**src/rtl/gpio_seq_ctrl.sv**
```systemverilog
// rtl/gpio_seq_ctrl.sv - table-driven sequencer writing GPIO output_en/output_val over a simple bus master port
// Optional feature macro: GPIO_SEQ_READBACK_EN adds an input_val readback and compare after each entry.
// Ports: clk, rst (async, active-high); start/stop/loop/seq_len sequence control;
//        cfg_we/cfg_idx/cfg_data pattern table load; m_bstart/m_write/m_addr/m_wdata/m_rdata/m_bdone bus master;
//        busy/done/cur_idx status; sample/mismatch readback result (held 0 without the macro).
module gpio_seq_ctrl #(
    parameter int          DEPTH     = 16,
    parameter logic [31:0] GPIO_BASE = 32'h0000_0000,
    localparam int         AW        = $clog2(DEPTH)
) (
    input  logic          clk,
    input  logic          rst,
    input  logic          start,
    input  logic          stop,
    input  logic          loop,
    input  logic [AW:0]   seq_len,
    input  logic          cfg_we,
    input  logic [AW-1:0] cfg_idx,
    input  logic [31:0]   cfg_data,
    output logic          m_bstart,
    output logic          m_write,
    output logic [31:0]   m_addr,
    output logic [31:0]   m_wdata,
    input  logic [31:0]   m_rdata,
    input  logic          m_bdone,
    output logic          busy,
    output logic          done,
    output logic [AW-1:0] cur_idx,
    output logic [7:0]    sample,
    output logic          mismatch
);
    localparam logic [31:0] OFS_IN  = 32'h0000_0000;
    localparam logic [31:0] OFS_OE  = 32'h0000_0008;
    localparam logic [31:0] OFS_VAL = 32'h0000_000C;

    typedef enum logic [2:0] {
        S_IDLE, S_FETCH, S_WR_OE, S_WR_VAL, S_RD_IN, S_WAIT, S_FINISH
    } state_t;

    state_t        state_q, state_d;
    logic [AW-1:0] idx_q, idx_d;
    logic [AW:0]   len_q, len_d;
    logic [15:0]   delay_q, delay_d;
    logic [15:0]   cnt_q, cnt_d;
    logic [7:0]    oe_q, oe_d;
    logic [7:0]    val_q, val_d;
    logic [7:0]    sample_q, sample_d;
    logic          mismatch_q, mismatch_d;
    logic          stop_pend_q, stop_pend_d;

    logic [31:0]   table_q [DEPTH];

    logic          stop_req;
    logic [AW:0]   idx_inc;
    state_t        adv_state;
    logic [AW-1:0] adv_idx;
    state_t        post_state;
    logic [AW-1:0] post_idx;

`ifdef GPIO_SEQ_READBACK_EN
    logic unused_rdata;
    assign unused_rdata = ^m_rdata[31:8];
`else
    logic unused_rdata;
    assign unused_rdata = ^m_rdata;
`endif

    // Pattern table has no reset so contents survive a sequencer reset.
    // A same-edge fetch reads the pre-write contents.
    always_ff @(posedge clk) begin
        if (cfg_we) begin
            table_q[cfg_idx] <= cfg_data;
        end
    end

    // End-of-entry decision, shared by the bus states (zero delay) and WAIT.
    always_comb begin
        stop_req = stop | stop_pend_q;
        idx_inc  = {1'b0, idx_q} + (AW+1)'(1);
        if (stop_req) begin
            adv_state = S_FINISH;
            adv_idx   = idx_q;
        end else if (idx_inc < len_q) begin
            adv_state = S_FETCH;
            adv_idx   = idx_inc[AW-1:0];
        end else if (loop) begin
            adv_state = S_FETCH;
            adv_idx   = '0;
        end else begin
            adv_state = S_FINISH;
            adv_idx   = idx_q;
        end
        // A zero delay skips WAIT entirely so the entry period stays 3+delay.
        if (stop_req) begin
            post_state = S_FINISH;
            post_idx   = idx_q;
        end else if (delay_q == 16'd0) begin
            post_state = adv_state;
            post_idx   = adv_idx;
        end else begin
            post_state = S_WAIT;
            post_idx   = idx_q;
        end
    end

    always_comb begin
        state_d    = state_q;
        idx_d      = idx_q;
        len_d      = len_q;
        delay_d    = delay_q;
        oe_d       = oe_q;
        val_d      = val_q;
        cnt_d      = cnt_q;
        sample_d   = sample_q;
        mismatch_d = mismatch_q;
        // A stop pulse arriving during a stalled transfer is remembered until the transfer ends.
        stop_pend_d = (state_q == S_IDLE) ? 1'b0 : (stop_pend_q | stop);
        case (state_q)
            S_IDLE: begin
                if (start && !stop) begin
                    len_d      = seq_len;
                    idx_d      = '0;
                    mismatch_d = 1'b0;
                    state_d    = (seq_len != '0) ? S_FETCH : S_FINISH;
                end
            end
            S_FETCH: begin
                if (stop_req) begin
                    state_d = S_FINISH;
                end else begin
                    {delay_d, oe_d, val_d} = table_q[idx_q];
                    state_d = S_WR_OE;
                end
            end
            S_WR_OE: begin
                if (m_bdone) begin
                    state_d = stop_req ? S_FINISH : S_WR_VAL;
                end
            end
            S_WR_VAL: begin
                if (m_bdone) begin
`ifdef GPIO_SEQ_READBACK_EN
                    state_d = stop_req ? S_FINISH : S_RD_IN;
`else
                    state_d = post_state;
                    idx_d   = post_idx;
                    cnt_d   = delay_q - 16'd1;
`endif
                end
            end
`ifdef GPIO_SEQ_READBACK_EN
            S_RD_IN: begin
                if (m_bdone) begin
                    sample_d = m_rdata[7:0];
                    // Only pins driven by this entry are compared.
                    if (((m_rdata[7:0] ^ val_q) & oe_q) != 8'h00) begin
                        mismatch_d = 1'b1;
                    end
                    state_d = post_state;
                    idx_d   = post_idx;
                    cnt_d   = delay_q - 16'd1;
                end
            end
`endif
            S_WAIT: begin
                if (stop_req) begin
                    state_d = S_FINISH;
                end else if (cnt_q == 16'd0) begin
                    state_d = adv_state;
                    idx_d   = adv_idx;
                end else begin
                    cnt_d = cnt_q - 16'd1;
                end
            end
            S_FINISH: state_d = S_IDLE;
            default:  state_d = S_IDLE;
        endcase
    end

    // Bus outputs decode from state so an async reset drops m_bstart at once.
    always_comb begin
        m_bstart = 1'b0;
        m_write  = 1'b0;
        m_addr   = 32'h0;
        m_wdata  = 32'h0;
        case (state_q)
            S_WR_OE: begin
                m_bstart = 1'b1;
                m_write  = 1'b1;
                m_addr   = GPIO_BASE + OFS_OE;
                m_wdata  = {24'h0, oe_q};
            end
            S_WR_VAL: begin
                m_bstart = 1'b1;
                m_write  = 1'b1;
                m_addr   = GPIO_BASE + OFS_VAL;
                m_wdata  = {24'h0, val_q};
            end
`ifdef GPIO_SEQ_READBACK_EN
            S_RD_IN: begin
                m_bstart = 1'b1;
                m_addr   = GPIO_BASE + OFS_IN;
            end
`endif
            default: ;
        endcase
    end

    always_ff @(posedge clk or posedge rst) begin
        if (rst) begin
            state_q     <= S_IDLE;
            idx_q       <= '0;
            len_q       <= '0;
            delay_q     <= 16'h0;
            cnt_q       <= 16'h0;
            oe_q        <= 8'h0;
            val_q       <= 8'h0;
            sample_q    <= 8'h0;
            mismatch_q  <= 1'b0;
            stop_pend_q <= 1'b0;
        end else begin
            state_q     <= state_d;
            idx_q       <= idx_d;
            len_q       <= len_d;
            delay_q     <= delay_d;
            cnt_q       <= cnt_d;
            oe_q        <= oe_d;
            val_q       <= val_d;
            sample_q    <= sample_d;
            mismatch_q  <= mismatch_d;
            stop_pend_q <= stop_pend_d;
        end
    end

    assign busy     = (state_q != S_IDLE);
    assign done     = (state_q == S_FINISH);
    assign cur_idx  = idx_q;
    assign sample   = sample_q;
    assign mismatch = mismatch_q;
endmodule
```
**config.mk**
```make
export PLATFORM = sky130hd
export DESIGN_NAME = gpio_seq_ctrl
export DESIGN_NICKNAME = d
export VERILOG_FILES = /design/src/rtl/gpio_seq_ctrl.sv
export SDC_FILE = /design/constraint.sdc
export NUM_CORES = 1
export LEC_CHECK = 0
export CAP_MARGIN = 0
export CELL_PAD_IN_SITES_DETAIL_PLACEMENT = 1
export CELL_PAD_IN_SITES_GLOBAL_PLACEMENT = 1
export CORE_UTILIZATION = 45
export DETAILED_ROUTE_END_ITERATION = 10
export MAX_ROUTING_LAYER = met4
export PLACE_DENSITY = 0.74
export SYNTH_ARGS = -nofsm -noshare
export SYNTH_HDL_FRONTEND = slang
export SYNTH_SLANG_ARGS = --single-unit
```
**constraint.sdc**
```tcl
create_clock -name clk -period 3.1 [get_ports clk]
set_input_delay 0.62 -clock clk [delete_from_list [all_inputs] [get_ports clk]]
set_output_delay 0.62 -clock clk [all_outputs]
set_load 0.005 [all_outputs]
```
=== After elaboration in Yosys (flattened, before gate mapping) ===
Memories as Yosys holds them, arrays and structs flattened. A register that Yosys moved wholly into a read port is not among the register bits.
Index checks and enable logic that the tools add are counted.
Widths: inputs -> output; s select.

* Word-level logic and storage cells: 73
* Memories: 1
* Register bits after elaboration: 29
* Input port bits: 80
* Output and inout port bits: 81
* Memory bits (writable): 512

{| class="wikitable"
|+ Memory list
! memory !! words !! width !! read ports !! clocked after Yosys merged registers in !! wr ports !! RTL line !! RTL
|-
| table_q || 16 || 32 || 1 || 1 || 1 || 51 || <nowiki>logic [31:0] table_q [DEPTH];</nowiki>
|}

* $add $sub $neg: 3
* Mux-type cells: 32
* Bitwise operators: 2
* Order comparisons: 1
* Reductions and logical operators: 15
* Eq/ne operators: 14

{| class="wikitable"
|+ Operators by type and width
! operator !! count
|-
| $mux 16 || 3
|-
| $mux 3 || 12
|-
| $logic_not 16->1 || 2
|-
| $mux 4 || 8
|-
| $pmux 16 s2 || 1
|-
| $sub 16x1->16 const B || 2
|-
| $pmux 8 s2 || 1
|-
| $pmux 3 s5 || 1
|-
| $ne 2x2->1 const B || 7
|-
| $pmux 4 s3 || 1
|-
| $pmux 4 s2 || 1
|-
| $reduce_and 4->1 || 2
|-
| $reduce_and 7->1 || 1
|-
| $eq 3x2->1 const B || 2
|-
| $eq 3x3->1 const B || 2
|-
| $reduce_bool 3->1 || 2
|-
| $add 4x1->5 const B || 1
|-
| $lt 5x5->1 || 1
|-
| $reduce_bool 5->1 || 1
|-
| $mux 1 || 4
|-
| $reduce_and 2->1 || 2
|-
| $eq 3x1->1 const B || 1
|-
| $logic_not 3->1 || 1
|-
| $ne 3x3->1 const B || 1
|-
| other kinds (7) || 7
|}

=== Depth between registers and ports, before layout ===
Gate-level depths: netlist of the first run.

* Depth in word-level cells: 7
* Depth in mapped cells: 12
* Mapped depth without buffers: 9

=== Least setup slack after synthesis of the first run ===
No wires, ideal clock.

* Kind: input to register
* From: in cfg_idx[2]
* To: mem table_q[0][0], enable pin
* Setup slack: -0.700 ns
* Required time: 2.639 ns
* Arrival: 3.338 ns
* Buffers on the path: 0
* Stages: 2
* Library setup time: 0.461 ns
* Cells stage by stage: or3b_2 -> nor3_1

{| class="wikitable"
|+ RTL lines
! item !! RTL line !! RTL
|-
| from (decl) || 18 || <nowiki>input logic [AW-1:0] cfg_idx,</nowiki>
|-
| to (decl) || 51 ||
|}

No word-level cell before the write port.

=== Worst setup path in the final report of the first run ===
* From: reg state_q[2]
* To: out m_wdata[6]

* Longest elaborated chain between the ends: 2
* Elaborated cells between the ends (all ways): 3
* Those cells by class: eq/ne (2); mux (1)

{| class="wikitable"
|+ Ends and longest elaborated chain
! item !! RTL line !! RTL
|-
| from (decl) || 40 || <nowiki>state_t state_q, state_d;</nowiki>
|-
| from (signal assigned) || 222 || <nowiki>state_q <= state_d;</nowiki>
|-
| $eq 3x2->1 || 186 || <nowiki>case (state_q)</nowiki>
|-
| $pmux 8 s2 (*) || 186 ||
|-
| to (decl) || 23 || <nowiki>output logic [31:0] m_wdata,</nowiki>
|}

Mark *: on every way between the ends. The rest lies on a longest branch, timed or not.

==> results of run 1 <==
## per-layer routing
| layer | GRT usage | up-vias | part of all wire |
|---|---|---|---|
| li1 | - | 4960 | - |
| met1 | 0.277 | 6267 | 0.42 |
| met2 | 0.349 | 344 | 0.51 |
| met3 | 0.0356 | 70 | 0.051 |
| met4 | 0.0598 | 0 | 0.020 |
| met5 | - | - | 0 |
## power groups by stage
stage / sequential, mW / combinational [mW] / clock (mW)
floorplan: 9.39 / 2.36 / 0
global placement: 9.51 / 3.26 / 0
detailed placement: 9.56 / 3.37 / 0
CTS: 9.41 / 3.40 / 7.08
global route: 9.48 / 3.66 / 7.30
finish: 9.41 / 3.36 / 6.94
## placed cells by master, fill, tap and decap left out, drive strengths merged, types with 9 or more instances in the layout
| master | netlist | routed |
|---|---|---|
| nand2b | 9 | 9 |
| edfxtp | 512 | 512 |
| a21oi | 29 | 29 |
| dfrtp | 61 | 61 |
| inv | 12 | 14 |
| mux2i | 13 | 13 |
| mux4 | 160 | 160 |
| o21ai | 18 | 18 |
| nand2 | 29 | 29 |
| nor3 | 25 | 25 |
| conb | 1 | 63 |
| buf | 86 | 50 |
| mux2 | 40 | 40 |
| nand3 | 13 | 13 |
| clkbuf | 39 | 81 |
| clkdlybuf4s50 | 0 | 65 |
| nor2 | 53 | 53 |
| clkinv | 0 | 16 |
## worst reg2reg max path, stage by stage (launching register included)
cell       delay (ns)
dfrtp_4          0.52
ha_1             0.34
ha_1             0.27
a21boi_0         0.12
o2111ai_1        0.23
a21o_1           0.23
a31oi_1          0.12
or3_4            0.46
mux2_4           0.31
## cell families (layout without fill, tap and decap cells)
family,after synthesis,in the layout,synth area share
xor gates and xnor gates,4,4,0.00150
adders and majority gates,6,6,0.00321
other,1,67,0.000160
DFF,573,573,0.722
muxes,213,213,0.179
buffers and inverters,137,233,0.0333
and+or+nand+nor,156,156,0.0328
AOI/OAI and AO/OA,95,95,0.0278
## final cells by class
cell class / instances / share of cell area
inverters: 12 / 0.00166
well taps: 680 / 0.0314
flip-flops and latches: 573 / 0.624
clock buffers: 81 / 0.0597
repair buffers: 115 / 0.0472
multi-input cells: 537 / 0.226
diodes: 4 / 0.000369
clock inverters: 25 / 0.0101
## state kept, by name, indices dropped and copies added, names as in the netlist
name,cells
table_q,512
delay_q,16
val_q,8
cur_idx,4
len_q,5
stop_pend_q,1
cnt_q,16
state_q,3
oe_q,8
## through the flow
step	setup WS (ns)	util	std cells	area, sq um
3_5_place_dp	0.357	0.491	1917	25200
4_1_cts	0.0131	0.528	2023	27100
5_1_grt	0.00117	0.528	2027	27100
6_report	0.114	0.528	2027	27100
2_1_floorplan	0.0405	-	1247	23700
3_3_place_gp	0.394	0.491	1917	25200
## timing repair
| action | in CTS | in global routing |
|---|---|---|
| gates resized for setup | 0 | 2 |
| endpoints found under the setup margin | 0 | 2 |
| endpoints found under the hold margin | 0 | 0 |
## how the worst min path moves through the flow
stage               startpoint          to  depth (start not counted)
floorplan             len_q[0]    len_q[0]                          1
global placement      len_q[2]    len_q[2]                          1
detailed placement     oe_q[2]     oe_q[2]                          1
CTS                        rst  delay_q[7]                          2
global route               rst  state_q[0]                          2
finish                     rst  state_q[1]                          2
## synth_stat cells (4+ instances only)
| cell type | n |
|---|---|
| a211oi_1 | 6 |
| a21o_1 | 4 |
| a21oi_1 | 29 |
| buf_1 | 9 |
| buf_2 | 11 |
| buf_4 | 65 |
| clkbuf_1 | 39 |
| dfrtp_1 | 61 |
| edfxtp_1 | 512 |
| ha_1 | 6 |
| inv_1 | 12 |
| mux2_2 | 37 |
| mux2i_1 | 13 |
| mux4_2 | 160 |
| nand2_1 | 29 |
| nand2b_1 | 9 |
| nand3_1 | 13 |
| nor2_1 | 52 |
| nor3_1 | 25 |
| nor4_1 | 6 |
| o21ai_0 | 16 |
==> results.yml, run 1 <==
power:
  p_int_mw: 14.7
  comb_power_share: 0.171
  power_density_mw_per_mm2: 727
  power_mw: 19.7
  leakage_nw: 8.69
  p_sw_mw: 5.04
  clock_power_share: 0.352
  swShare: 0.256
  irDropWorstVdd_v: 0.000425
  p_seq_frac: 0.477
floorplanning:
  die_w_microns: 230
  io_pins: 161
  die_h_microns: 230
  rows: 83
  initial_utilization: 0.456
  core_area_sq_mm: 0.0513
  dieArea_sq_mm: 0.0529
routing:
  drc_errors: 0
  drt_iter0_drc: 860
  wl_mm: 53.5
  drt-vias-per-instance: 5.74
  vias: 11641
  antenna_left: 0
  first_pass_iters: 5
  wire_per_inst_microns: 26.4
placed_design:
  hpwl_mm: 29.5
  port_buffers: 65
  place.gp.congestion: 0.794
run:
  drv_cap: 0
setup_path:
  cpMaxStageDelayCell: "clkdlybuf4s50_1"
  path_depth: 5
  critPathLaunchType: "flop"
  cp_slowest_stage_delay_ns: 0.55
  cp_top_family: "buffers and inverters"
  rrSetupSlack_ns: 0.39
  required_ns: 2.48
  cp-end-kind: "output pin"
  crit_fanout: 11
  reg2reg_from: "cur_idx[0]"
  cpMostUsedCell: "buf_4"
  crit_end: "m_wdata[6]"
  timing.rr.end: "cur_idx[0]"
  cp_num_buf_inv: 3
  path_cells: "buf_4 > nand2b_1 > buf_4 > nor2_1 > clkdlybuf4s50_1"
  arrival_ns: 2.37
  worstRegToRegCells: 8
  critical_path.startpoint: "state_q[2]"
  criticalPathCategory: "flop to output pin"
clocking:
  cts.sinks: 573
  cts-htree-levels: 2
  cts_tree: "done"
  cts-buffers-inserted: 58
  cts_root_buf: "clkbuf_16"
  clk_latency_ns: 0.63
  postCtsHoldBufs: 0
  clk_pin_slew_ns: 0.06
  cts_buffer_depth: 3
  post_cts_buffers: 0
sta:
  finalClockSkew_ns: 0.0260
  layout_min_cycle_time_ns: 2.99
  timing.hold.ws_ns: 0.372
  hold_violations: 0
  relSlewSlack: 0.434
  rsz0062_at_grt: "false"
  drv_slew: 0
  worstMarginPinSlew_ns: 0.849
  fin_setup_tns_ns: 0
  timing.fmax_mhz: 335
  finalSetupViolations: 0
  finalCritPeriodShare: 0.963
logic_synthesis:
  synth_cell_types: 68
  ys.flop_type: "edfxtp_1"
  netlist.area_leader.share: 0.657
  yosysWarningCount: 0
  synth_edf_count: 512
  netlist_instances: 1185
  yosys.area.top_type: "edfxtp_1"
  synthTopCellsByArea: "edfxtp_1 66%, mux4_2 15%, dfrtp_1 6.5%"
  syn_area_sq_mm: 0.0234
  avgSynthCellArea_sq_um: 19.8
  synthArstFlopShare: 0.106
  synth-seq-cells: 573
  seq_area_frac_synth: 0.722
global_route:
  grt_pass1_wl_mm: 80.1
  grt_max_degree: 130
  grt_pass1_vias: 12427
  grt.total_usage: 0.213
  grt.overflow.total: 0
  antenna_found_initial: 5
cells_and_area:
  layout-drive-gt1-share: 0.276
  areaGrowthSynthToFinish_pct: 15.8
  multi_input_area_sq_mm: 0.00611
  nFillCells: 4586
  register_area_sq_mm: 0.0169
  nets: 1383
outcome:
  status: "completed"
worst_hold_path:
  hold_class: "input pin to async pin"
(Power assumes the default switching activity.)
==> run 2: changes to the inputs <==
--- a/config.mk
+++ b/config.mk
@@ -15,3 +15,4 @@
 export SYNTH_ARGS = -nofsm -noshare
 export SYNTH_HDL_FRONTEND = slang
 export SYNTH_SLANG_ARGS = --single-unit
+export TNS_END_PERCENT = 1
==> constraint.sdc (replaced) <==
create_clock -name clk -period 2.5 [get_ports clk]
set_input_delay 0.5 -clock clk [delete_from_list [all_inputs] [get_ports clk]]
set_output_delay 0.5 -clock clk [all_outputs]
set_load 0.005 [all_outputs]
==> run 2 against run 1 <==
The run now ends with negative setup slack left. Sequential share of layout area down 1.7 points. Routed wire length up 2.1%. Register-to-register slack lost 0.43 ns. Highest routed layer unchanged. Sequential cell count unchanged. Die area is the same. First-iteration DRC count is 17% higher. Clock-buffer cell count decreased by 6. Design area up 2.8%. Total power is 36% higher. Non-clock buffer count increased by 51. Final cell count grew 2.6%.
==> results.yml, run 2 (same netlist as run 1, synthesis figures left out) <==
sta:
  timing.fmax_mhz: 386
  fin_setup_tns_ns: -0.370
  relSlewSlack: 0.542
  hold_violations: 0
  rsz0062_at_grt: "true"
  timing.hold.ws_ns: 0.264
  finalSetupViolations: 10
  layout_min_cycle_time_ns: 2.59
  finalClockSkew_ns: 0.0502
  worstMarginPinSlew_ns: 0.688
  finalCritPeriodShare: 1.04
  drv_slew: 0
  setup_ws_ns: -0.0894
setup_path:
  cp-end-kind: "output pin"
  criticalPathCategory: "flop to output pin"
  timing.rr.end: "cur_idx[1]"
  arrival_ns: 2.09
  reg2reg_from: "cur_idx[1]"
  required_ns: 2.00
  crit_fanout: 22
  critPathLaunchType: "flop"
  worstRegToRegCells: 8
  rrSetupSlack_ns: -0.04
global_route:
  grt.overflow.total: 0
  grt.total_usage: 0.220
  grt_pass1_vias: 13122
  grt_pass1_wl_mm: 82.9
  grt_max_degree: 80
  antenna_found_initial: 3
routing:
  wire_per_inst_microns: 26.3
  drt_iter0_drc: 1005
  vias: 11876
  drt-vias-per-instance: 5.71
  drc_errors: 0
  first_pass_iters: 5
  antenna_left: 0
  wl_mm: 54.6
cells_and_area:
  layout_common_cells: "512 x edfxtp_1, 160 x mux4_2, 67 x buf_4"
  nets: 1433
  final_cell_area_sq_mm: 0.0279
  nFillCells: 4526
  areaGrowthSynthToFinish_pct: 19.0
  largest_reg_flops: 512
  reg_top3: "table_q (512), cnt_q (16), delay_q (16)"
  layout-drive-gt1-share: 0.319
  largest-register: "table_q"
  layout_commonest_cell: "edfxtp_1"
clocking:
  postCtsHoldBufs: 0
  cts-buffers-inserted: 57
  cts_buffer_depth: 3
  cts_root_buf: "clkbuf_16"
  cts-htree-levels: 2
  cts.sinks: 573
  clk_pin_slew_ns: 0.06
  clk_latency_ns: 0.65
  cts_tree: "done"
power:
  irDropWorstVdd_v: 0.000764
  power_density_mw_per_mm2: 962
  leakage_nw: 9.13
floorplanning:
  rows: 83
  io_pins: 161
  initial_utilization: 0.456
  die_w_microns: 230
  core_area_sq_mm: 0.0513
  dieArea_sq_mm: 0.0529
  die_h_microns: 230
placed_design:
  placed_area_sq_mm: 0.0256
  place.gp.congestion: 0.826
  port_buffers: 65
  hpwl_mm: 31.9
  dp_slack_ns: -0.149
worst_hold_path:
  hold_class: "input pin to async pin"
outcome:
  violations: "negative setup slack"
  status: "complete, but fails checks"
run:
  drv_cap: 0
## run 2: cell count changes in the layout (fill, tap and decap cells not counted), moves of 4 or more
cell	before	now
buf_12	20	26
buf_16	0	4
buf_4	29	67
clkbuf_1	15	11
clkdlybuf4s50_1	65	58
dlygate4sd2_1	0	4
nor2_1	39	33
nor2_4	12	18
## run 2: worst max-delay path by stage
stage          startpoint       endpoint  cells after the start
2_1_floorplan  cfg_idx[3]  table_q[4][0]                      2
3_3_place_gp   cur_idx[0]     cur_idx[1]                      8
3_5_place_dp   cur_idx[0]     cur_idx[0]                      8
4_1_cts        state_q[1]     m_wdata[5]                      5
5_1_grt        cur_idx[0]     cur_idx[0]                      9
6_report       state_q[0]     m_wdata[4]                      4
## run 2: stage by stage
stage                     utilization  cells  total power, mW
after floorplan                     -   1247             14.6
after CTS                       0.541   2071             26.9
after detailed placement        0.500   1963             17.8
final                           0.543   2079             26.8
after global routing            0.543   2079             27.9
after global placement          0.500   1963             17.5
## run 2: per-layer routing
metal | vias up | GRT usage | share of wire
met3 | 84 | 0.0398 | 0.062
met5 | - | - | 0
met2 | 441 | 0.361 | 0.51
met4 | 0 | 0.0573 | 0.020
met1 | 6290 | 0.284 | 0.41
li1 | 5061 | - | -
## run 2: area by class of cell
class                   count  area, sq um  share of cell area
inverters                  12         45.0             0.00162
well taps                 680          851              0.0305
clock inverters            33          435              0.0156
clock buffers              75         1560              0.0561
multi-input cells         537         6210               0.223
diodes                      3         7.51            0.000269
flip-flops and latches    573        16900               0.607
repair buffers            166         1840              0.0660
## run 2: worst max-delay path, stage by stage (launching register included)
cell             delay, ns
dfrtp_1               0.37
buf_8                 0.24
mux2i_1               0.35
nor2_4                0.06
clkdlybuf4s50_1       0.45
## run 2: power breakdown
part / internal (mW) / switching, mW / leakage (nW)
combinational: 3.26 / 2.97 / 2.77
sequential: 11.1 / 0.498 / 5.37
clock: 5.27 / 3.72 / 0.985
total: 19.6 / 7.18 / 9.13
## run 2: repair_timing
item                       4_1_cts  5_1_grt
buffers inserted                 0        5
pin swaps                        3        6
setup endpoints to repair       40       39
gates resized for setup         31       17
==> run 3: changes to the inputs <==
--- a/config.mk
+++ b/config.mk
@@ -12,6 +12,7 @@
 export DETAILED_ROUTE_END_ITERATION = 10
 export MAX_ROUTING_LAYER = met4
 export PLACE_DENSITY = 0.74
+export SKIP_LAST_GASP = 1
 export SYNTH_ARGS = -nofsm -noshare
 export SYNTH_HDL_FRONTEND = slang
 export SYNTH_SLANG_ARGS = --single-unit
==> run 3 against run 2 <==
The run still ends with negative setup slack left. Clock power hardly changed. Clock-buffer cell count stayed put. Via count hardly changed. Core utilization is 0.30 points lower. Register-to-register slack worse by 0.10 ns. Clock skew is 0.0023 ns higher. Total power is 0.71% lower. Routed wire length is 0.16% higher. Die area stayed put. Largest cell class unchanged.
==> results.yml, run 3 (same netlist as run 1, synthesis figures left out) <==
routing:
  first_pass_iters: 5
  drt_iter0_drc: 986
  vias: 11865
  antenna_left: 0
  wire_per_inst_microns: 26.4
  wl_mm: 54.7
  drc_errors: 0
  drt-vias-per-instance: 5.72
global_route:
  grt_pass1_vias: 13128
  grt.total_usage: 0.220
  antenna_found_initial: 3
  grt.overflow.total: 0
  grt_max_degree: 80
  grt_pass1_wl_mm: 82.9
clocking:
  post_cts_resized: 16
  cts-htree-levels: 2
  cts-buffers-inserted: 57
  postCtsHoldBufs: 0
  cts_buffer_depth: 3
  clk_pin_slew_ns: 0.06
  clk_latency_ns: 0.65
  post_cts_buffers: 0
  cts.sinks: 573
  cts_tree: "done"
  cts_root_buf: "clkbuf_16"
power:
  irDropWorstVdd_v: 0.000760
  power_density_mw_per_mm2: 961
  power_mw: 26.6
  leakage_nw: 9.02
setup_path:
  critical_path.startpoint: "state_q[0]"
  crit_fanout: 22
  timing.rr.end: "cur_idx[1]"
  arrival_ns: 2.23
  cp-end-kind: "output pin"
  reg2reg_from: "cur_idx[0]"
  required_ns: 2.00
  critPathLaunchType: "flop"
  worstRegToRegCells: 8
  rrSetupSlack_ns: -0.14
  criticalPathCategory: "flop to output pin"
cells_and_area:
  layout_commonest_cell: "edfxtp_1"
  largest_reg_flops: 512
  nFillCells: 4547
  final_cells: 2074
  reg_top3: "table_q (512), cnt_q (16), delay_q (16)"
  largest-register: "table_q"
  areaGrowthSynthToFinish_pct: 18.4
  nets: 1428
  layout_common_cells: "512 x edfxtp_1, 160 x mux4_2, 64 x buf_4"
  layout-drive-gt1-share: 0.309
  fin_util: 0.540
sta:
  finalCritPeriodShare: 1.09
  worstMarginPinSlew_ns: 0.685
  setup_ws_ns: -0.228
  drv_slew: 0
  timing.fmax_mhz: 367
  rsz0062_at_grt: "true"
  layout_min_cycle_time_ns: 2.73
  hold_violations: 0
  finalClockSkew_ns: 0.0525
  relSlewSlack: 0.543
  finalSetupViolations: 23
placed_design:
  dp_slack_ns: -0.149
  place.gp.congestion: 0.826
  dp.cells: 1963
  hpwl_mm: 31.9
  port_buffers: 65
worst_hold_path:
  hold_class: "input pin to async pin"
floorplanning:
  io_pins: 161
  dieArea_sq_mm: 0.0529
  die_h_microns: 230
  initial_utilization: 0.456
  die_w_microns: 230
  core_area_sq_mm: 0.0513
  rows: 83
run:
  drv_cap: 0
outcome:
  violations: "negative setup slack"
  status: "complete, but fails checks"
[run 3: changes by cell type in the layout (fill, tap and decap cells not counted), moves of 3 or more]
cell / previous run / this run
buf_12: 26 / 29
buf_4: 67 / 64
dlygate4sd2_1: 4 / 1
clkdlybuf4s50_1: 58 / 63
buf_16: 4 / 0
[run 3: stage by stage]
stage,TNS [ns],instance area (sq um),hold WS (ns)
2_1_floorplan,-94.21,23700,0.474
3_3_place_gp,-0.453,25600,0.490
3_5_place_dp,-0.788,25600,0.498
4_1_cts,-3.55,27700,0.263
5_1_grt,-6.43,27700,0.309
6_report,-2.09,27700,0.258
[run 3: worst max-delay path by stage]
stage / end / slack [ns]
2_1_floorplan: table_q[4][0] / -0.88
3_3_place_gp: cur_idx[1] / -0.13
3_5_place_dp: cur_idx[0] / -0.15
4_1_cts: m_wdata[2] / -0.26
5_1_grt: m_addr[2] / -0.29
6_report: m_wdata[3] / -0.23
[run 3: area by class of cell]
class / instances / area [sq um] / area share
Inverter: 12 / 45.0 / 0.00163
Sequential cell: 573 / 16900 / 0.610
Clock buffer: 75 / 1560 / 0.0565
Clock inverter: 33 / 435 / 0.0157
Antenna cell: 3 / 7.51 / 0.000271
Tap cell: 680 / 851 / 0.0307
Timing Repair Buffer: 161 / 1750 / 0.0632
Multi-Input combinational cell: 537 / 6140 / 0.222
[run 3: layer usage]
| layer | vias to the layer above | track usage | part of all wire |
|---|---|---|---|
| met4 | 0 | 0.0573 | 0.020 |
| met3 | 79 | 0.0398 | 0.060 |
| li1 | 5055 | - | - |
| met1 | 6303 | 0.284 | 0.41 |
| met2 | 428 | 0.361 | 0.51 |
| met5 | - | - | 0 |
[run 3: report_power, final]
group | internal [mW] | switching (mW) | total, mW | leakage [nW]
sequential | 11.1 | 0.481 | 11.6 | 5.37
combinational | 3.13 | 2.92 | 6.05 | 2.67
clock | 5.27 | 3.71 | 8.98 | 0.985
[run 3: worst max-delay path: stages, from the launching register on]
cell	delay, ns
dfrtp_1	0.34
buf_4	0.35
mux2i_1	0.36
nor2_4	0.08
clkdlybuf4s50_1	0.47
